$ cat src/rtl/seq_pkg.sv
// seq_pkg: shared pattern defaults and FSM state type for the 101101 transmitter and detector.
// Contents: SEQ_PAT_W, SEQ_PATTERN, seq_state_t.
// Macro SEQ_TX_GAP_EN adds the GAP state to seq_state_t.
package seq_pkg;
    localparam int SEQ_PAT_W = 6;
    localparam logic [SEQ_PAT_W-1:0] SEQ_PATTERN = 6'b101101;
`ifdef SEQ_TX_GAP_EN
    typedef enum logic [1:0] {ST_IDLE, ST_SHIFT, ST_GAP, ST_FIN} seq_state_t;
`else
    typedef enum logic [1:0] {ST_IDLE, ST_SHIFT, ST_FIN} seq_state_t;
`endif
endpackage

$ cat src/rtl/seq_101101_tx_if.sv
// seq_101101_tx_if: burst request and serial output bundle of the pattern transmitter.
// Signals: start, burst_len[3:0], ready (toward the transmitter);
// out, out_valid, busy, done (from the transmitter).
// master = requester/sink side, slave = transmitter side.
interface seq_101101_tx_if;
    logic       start;
    logic [3:0] burst_len;
    logic       ready;
    logic       out;
    logic       out_valid;
    logic       busy;
    logic       done;
    modport master (output start, burst_len, ready, input out, out_valid, busy, done);
    modport slave (input start, burst_len, ready, output out, out_valid, busy, done);
endinterface

$ cat src/rtl/seq_bit_ctr.sv
// seq_bit_ctr: loadable down-counter with zero flag; load wins over decrement.
// Ports: clk, rst (sync, active-high, loads RST_VAL), i_load, i_load_val, i_dec,
// o_cnt, o_zero.
module seq_bit_ctr #(
    parameter int           W       = 4,
    parameter logic [W-1:0] RST_VAL = '0
) (
    input  logic         clk,
    input  logic         rst,
    input  logic         i_load,
    input  logic [W-1:0] i_load_val,
    input  logic         i_dec,
    output logic [W-1:0] o_cnt,
    output logic         o_zero
);
    logic [W-1:0] r_cnt;
    always_ff @(posedge clk) begin
        if (rst) r_cnt <= RST_VAL;
        else if (i_load) r_cnt <= i_load_val;
        else if (i_dec) r_cnt <= r_cnt - 1'b1;
    end
    assign o_cnt  = r_cnt;
    assign o_zero = (r_cnt == '0);
endmodule

$ cat src/rtl/seq_101101_tx.sv
// seq_101101_tx: sends PATTERN MSB first, burst_len times per start, with ready backpressure.
// Ports: clk, rst (sync, active-high), bus (seq_101101_tx_if.slave:
// start, burst_len, ready in; out, out_valid, busy, done out).
// Macro SEQ_TX_GAP_EN: insert GAP_CYCLES idle cycles between repetitions.
module seq_101101_tx
    import seq_pkg::*;
#(
    parameter int               PAT_W      = SEQ_PAT_W,
    parameter logic [PAT_W-1:0] PATTERN    = SEQ_PATTERN,
    parameter int               GAP_CYCLES = 2
) (
    input logic                clk,
    input logic                rst,
    seq_101101_tx_if.slave     bus
);
    localparam int IDX_W = (PAT_W > 1) ? $clog2(PAT_W) : 1;
    localparam logic [IDX_W-1:0] IDX_TOP = IDX_W'(PAT_W - 1);

    if (GAP_CYCLES < 1) begin : g_gap_chk
        $error("GAP_CYCLES must be at least 1");
    end

    seq_state_t       r_state;
    logic             r_out;
    logic             r_valid;
    logic             r_busy;
    logic             r_done;
    logic [IDX_W-1:0] w_idx;
    logic             w_idx_zero;
    logic [3:0]       w_rep;
    logic             w_rep_zero;
    logic             w_go;
    logic             w_hs;
    logic             w_wrap;

    assign w_go   = (r_state == ST_IDLE) && bus.start;
    assign w_hs   = (r_state == ST_SHIFT) && bus.ready;
    // Last bit of a repetition accepted while further repetitions remain.
    assign w_wrap = w_hs && w_idx_zero && !w_rep_zero;

    seq_bit_ctr #(.W(IDX_W), .RST_VAL(IDX_TOP)) u_idx (
        .clk       (clk),
        .rst       (rst),
        .i_load    (w_go || (w_hs && w_idx_zero)),
        .i_load_val(IDX_TOP),
        .i_dec     (w_hs && !w_idx_zero),
        .o_cnt     (w_idx),
        .o_zero    (w_idx_zero)
    );

    // Holds repetitions still to send after the current one, so zero marks the final pass.
    seq_bit_ctr #(.W(4), .RST_VAL(4'd0)) u_rep (
        .clk       (clk),
        .rst       (rst),
        .i_load    (w_go && (bus.burst_len != 4'd0)),
        .i_load_val(bus.burst_len - 4'd1),
        .i_dec     (w_wrap),
        .o_cnt     (w_rep),
        .o_zero    (w_rep_zero)
    );

`ifdef SEQ_TX_GAP_EN
    localparam int GAP_W = (GAP_CYCLES > 1) ? $clog2(GAP_CYCLES) : 1;
    logic [GAP_W-1:0] w_gap;
    logic             w_gap_zero;

    seq_bit_ctr #(.W(GAP_W), .RST_VAL('0)) u_gap (
        .clk       (clk),
        .rst       (rst),
        .i_load    (w_wrap),
        .i_load_val(GAP_W'(GAP_CYCLES - 1)),
        .i_dec     ((r_state == ST_GAP) && !w_gap_zero),
        .o_cnt     (w_gap),
        .o_zero    (w_gap_zero)
    );
`endif

    always_ff @(posedge clk) begin
        if (rst) begin
            r_state <= ST_IDLE;
            r_out   <= 1'b0;
            r_valid <= 1'b0;
            r_busy  <= 1'b0;
            r_done  <= 1'b0;
        end else begin
            r_done <= 1'b0;
            case (r_state)
                ST_IDLE: if (bus.start) begin
                    r_busy <= 1'b1;
                    if (bus.burst_len != 4'd0) begin
                        r_state <= ST_SHIFT;
                        r_out   <= PATTERN[IDX_TOP];
                        r_valid <= 1'b1;
                    end else begin
                        r_state <= ST_FIN;
                        r_done  <= 1'b1;
                    end
                end
                ST_SHIFT: if (bus.ready) begin
                    if (!w_idx_zero) begin
                        r_out <= PATTERN[w_idx - 1'b1];
                    end else if (!w_rep_zero) begin
`ifdef SEQ_TX_GAP_EN
                        r_state <= ST_GAP;
                        r_out   <= 1'b0;
                        r_valid <= 1'b0;
`else
                        r_out <= PATTERN[IDX_TOP];
`endif
                    end else begin
                        r_state <= ST_FIN;
                        r_out   <= 1'b0;
                        r_valid <= 1'b0;
                        r_done  <= 1'b1;
                    end
                end
`ifdef SEQ_TX_GAP_EN
                ST_GAP: if (w_gap_zero) begin
                    r_state <= ST_SHIFT;
                    r_out   <= PATTERN[IDX_TOP];
                    r_valid <= 1'b1;
                end
`endif
                ST_FIN: begin
                    r_state <= ST_IDLE;
                    r_busy  <= 1'b0;
                end
                default: r_state <= ST_IDLE;
            endcase
        end
    end

    assign bus.out       = r_out;
    assign bus.out_valid = r_valid;
    assign bus.busy      = r_busy;
    assign bus.done      = r_done;
endmodule
$ cat src/flat_wrapper.sv
// flat-port wrapper written by rule: the top's interface ports become plain ports
module seq_101101_tx_flat import seq_pkg::*;
#(
    parameter int               PAT_W      = SEQ_PAT_W,
    parameter logic [PAT_W-1:0] PATTERN    = SEQ_PATTERN,
    parameter int               GAP_CYCLES = 2
)
  (clk, rst, bus_start, bus_burst_len, bus_ready, bus_out, bus_out_valid, bus_busy, bus_done);
  seq_101101_tx_if bus_i ();
  input logic clk;
  input logic rst;
  input wire logic [$bits(bus_i.start)-1:0] bus_start;
  input wire logic [$bits(bus_i.burst_len)-1:0] bus_burst_len;
  input wire logic [$bits(bus_i.ready)-1:0] bus_ready;
  output wire logic [$bits(bus_i.out)-1:0] bus_out;
  output wire logic [$bits(bus_i.out_valid)-1:0] bus_out_valid;
  output wire logic [$bits(bus_i.busy)-1:0] bus_busy;
  output wire logic [$bits(bus_i.done)-1:0] bus_done;
  assign bus_i.start = bus_start;
  assign bus_i.burst_len = bus_burst_len;
  assign bus_i.ready = bus_ready;
  assign bus_out = bus_i.out;
  assign bus_out_valid = bus_i.out_valid;
  assign bus_busy = bus_i.busy;
  assign bus_done = bus_i.done;
  seq_101101_tx #(.PAT_W(PAT_W), .PATTERN(PATTERN), .GAP_CYCLES(GAP_CYCLES)) u_core (.clk(clk), .rst(rst), .bus(bus_i));
endmodule
$ cat config.mk
export PLATFORM = sky130hd
export DESIGN_NAME = seq_101101_tx_flat
export DESIGN_NICKNAME = d
export VERILOG_FILES = /design/src/rtl/seq_pkg.sv /design/src/rtl/seq_101101_tx_if.sv /design/src/rtl/seq_bit_ctr.sv /design/src/rtl/seq_101101_tx.sv /design/src/flat_wrapper.sv
export SDC_FILE = /design/constraint.sdc
export NUM_CORES = 1
export LEC_CHECK = 0
export CAP_MARGIN = 25
export CORE_UTILIZATION = 30
export CTS_BUF_LIST = sky130_fd_sc_hd__clkbuf_4
export DETAILED_ROUTE_END_ITERATION = 6
export HOLD_SLACK_MARGIN = 0.03
export PLACE_DENSITY = 0.62
export SLEW_MARGIN = 20
export SYNTH_ARGS = -nofsm -noshare
export SYNTH_HDL_FRONTEND = slang
export SYNTH_SLANG_ARGS = --single-unit
$ cat constraint.sdc
create_clock -name clk -period 1.9 [get_ports clk]
set_input_delay 0.475 -clock clk [delete_from_list [all_inputs] [get_ports clk]]
set_output_delay 0.475 -clock clk [all_outputs]
set_load 0.02 [all_outputs]
==> results.sh <==
export IMPL_status="completed"
export IMPL_fin_crit_sh_pct=94.8
export IMPL_yosysTopAreaCellShare_pct=33.2
export IMPL_critPathArrivalTime_ps=1990
export IMPL_timing_final_ws_setup_ps=99.1
export IMPL_crit_path_cell_trace="dlygate4sd2_1 > nor4_4 > nand2b_4 > a22oi_1 > ha_2 > o311ai_0 > o21ai_1 > a32o_1"
export IMPL_slowest_delay_ps=350
export IMPL_finalClockSkew_ps=6.52
export IMPL_relSlewSlack_pct=74.6
export IMPL_period_needed_ps=1800
export IMPL_gp_congestion=0.745
export IMPL_critical_path_top_delay_family="simple AND/OR/NAND/NOR gates"
export IMPL_p_seq_share_pct=43.0
export IMPL_synth_area_leaders="dfxtp_1, nor4_4, ha_1"
export IMPL_worst_setup_path_start_kind="input port"
export IMPL_synthFlopType="dfxtp_1"
export IMPL_wl_um=1900
export IMPL_post_dp_hpwl_um=1470
export IMPL_syn_inst=85
export IMPL_synth_top_cell_by_area="dfxtp_1"
export IMPL_drv_slew=0
export IMPL_worstRegToRegCells=7
export IMPL_wl_per_cell_um=12.9
export IMPL_wl_met1_um=866
export IMPL_dr_wl_met2_um=939
export IMPL_power_frac_comb_pct=30.0
export IMPL_grt_pass1_wl_um=3200
export IMPL_p_per_area_nw_per_um2=660
export IMPL_grt_use_total_pct=15.8
export IMPL_place_ws_ps=-480
export IMPL_start_util_pct=31.6
export IMPL_ios=12
export IMPL_setup_viol_count_final=0
export IMPL_yosysWarnings=0
export IMPL_ys_types=33
export IMPL_hold_path_class="reg2reg"
export IMPL_seq_area_um2=260
export IMPL_first_iter_violations=7
export IMPL_cts_sinks=13
export IMPL_cp_end_kind="register"
export IMPL_cp_slowest_cell="nor4_4"
export IMPL_avgSynthCellArea_um2=9.21
export IMPL_maxCapViolations=0
export IMPL_die_area_um2=2820
export IMPL_synth_seq_area_share_pct=33.2
export IMPL_wl_met3_um=54
export IMPL_synth_area_um2=783
export IMPL_drt_pass1_iter_count=4
export IMPL_antennaDiodeCount=0
export IMPL_cts_tree="done"
export IMPL_finalSetupTns_ps=0
export IMPL_multi_input_area_um2=500
export IMPL_p_int_w=0.000504
export IMPL_crit_fanout=3
export IMPL_pwr_share_clk_pct=27.0
export IMPL_synth_edff_count=0
export IMPL_routed_top_layer="met4"
export IMPL_antenna_found_initial=0
export IMPL_placementRows=18
export IMPL_syn2layout_area_growth_pct=41.5
export IMPL_nets=129
export IMPL_grt_pass1_vias=752
export IMPL_path_depth=8
export IMPL_mostFrequentLayoutCells="buf_4, dfxtp_1, nor2_1"
export IMPL_ant_nets=0
export IMPL_clkLatencyLatePin_ps=290
export IMPL_crit_type="in2reg"
export IMPL_async_reset_ff_share_pct=0
export IMPL_vias=763
export IMPL_cts_buffers_inserted=3
export IMPL_fmax_mhz=555
export IMPL_ir_drop_mv=0.336
export IMPL_fp_dieH_um=53.1
export IMPL_synth_seq_cells=13
export IMPL_final_hold_viol_count=0
export IMPL_grt_overflow_total=0
export IMPL_clk_path_buf_depth=2
export IMPL_cts_root_buf="clkbuf_4"
export IMPL_core_um2=2480
export IMPL_drive_gt1_share_pct=29.9
export IMPL_holdPathStages=2
export IMPL_swShare_pct=31.1
export IMPL_cp_required_ps=2090
export IMPL_rsz0062_at_grt="no"
export IMPL_drc=0
export IMPL_p_sw_w=0.000227
export IMPL_timing_critical_path_buf_inv=1
export IMPL_worst_pin_slew_ps=378
export IMPL_hold_buffers=0
export IMPL_h_tree_depth=1
export IMPL_portBuffers=11
export IMPL_viasPerCell=5.19
export IMPL_p_leak_nw=0.456
export IMPL_fill_cells=260
export IMPL_grt_max_degree=11
export IMPL_fp_dieW_um=53.1
export IMPL_syn_nets=96
export IMPL_clk_pin_slew_ps=90
export IMPL_final_common_cell="buf_4"
per-layer routing:
layer,vias to the layer above,GRT usage (%)
met2,14,26.4
met4,0,9.21
li1,385,-
met1,360,18.7
met3,4,2.59
met5,-,0
metrics by stage:
stage | instances | hold slack (ps) | util (%) | power [W] | area [um2]
finish | 147 | 465 | 44.7 | 0.000732 | 1110
floorplan | 85 | 482 | - | 0.000443 | 800
global route | 147 | 487 | 44.7 | 0.000769 | 1110
detailed placement | 141 | 457 | 42.6 | 0.000532 | 1060
CTS | 146 | 470 | 44.4 | 0.000733 | 1100
global placement | 141 | 454 | 42.6 | 0.000528 | 1060
Yosys cell counts (all sizes together), types with 3 or more instances:
cell	instances
nor3	7
nor2	8
o21ai	4
inv	7
nand3	3
nand3b	3
a21oi	5
nand2	4
dfxtp	13
ha	3
a221oi	3
nor4	3
what timing repair did:
item                                    in CTS  in global routing
gates resized for setup                      9                  0
setup buffers                                1                  1
endpoints found under the setup margin       2                  1
pin swaps                                    2                  3
cell type report:
type / instances / area share (%)
flip-flops and latches: 13 / 23.5
well taps: 30 / 3.39
clock buffers: 4 / 2.71
repair buffers: 31 / 22.9
multi-input cells: 62 / 45.1
inverters: 7 / 2.37
power by group through the flow:
stage               sequential [W]  combinational, W  clock [W]
floorplan                 0.000326          0.000117          0
global placement          0.000319          0.000209          0
detailed placement        0.000320          0.000212          0
CTS                       0.000315          0.000217   0.000201
global route              0.000318          0.000241   0.000211
finish                    0.000314          0.000219   0.000198
flip-flops by register name (all words and copies together) (netlist names):
name                  cells
u_core.u_idx.o_cnt        3
u_core.bus.out            1
u_core.bus.done           1
u_core.r_state            2
u_core.bus.out_valid      1
u_core.u_rep.o_cnt        4
u_core.bus.busy           1
kinds of logic after synthesis:
logic type                 synth area share [%]
DFF                                        33.2
adders and majority gates                  4.79
buffers and inverters                      6.71
and+or+nand+nor                            30.5
xor gates and xnor gates                   1.12
muxes                                      1.28
AOI/OAI and AO/OA                          22.4
worst reg2reg max path: cells and delay by family (launching register included):
family | cells | cell delay, ps
DFF | 1 | 350
and+or+nand+nor | 2 | 450
muxes | 1 | 230
buffers and inverters | 1 | 110
AOI/OAI and AO/OA | 2 | 280
adders and majority gates | 1 | 210
path summary, 6_finish.rpt:
kind / from / endpoint / slack, ps
setup reg to reg: u_core.r_state[0]$_SDFFE_PP0P_ / u_core.u_rep.o_cnt[2]$_SDFFE_PP0P_ / 170
hold / removal: u_core.bus.busy$_SDFFE_PP0P_ / u_core.bus.busy$_SDFFE_PP0P_ / 470
setup / recovery: bus_burst_len[2] / u_core.u_rep.o_cnt[2]$_SDFFE_PP0P_ / 100
hold reg to reg: u_core.bus.busy$_SDFFE_PP0P_ / u_core.bus.busy$_SDFFE_PP0P_ / 470
(Power assumes the default switching activity.)
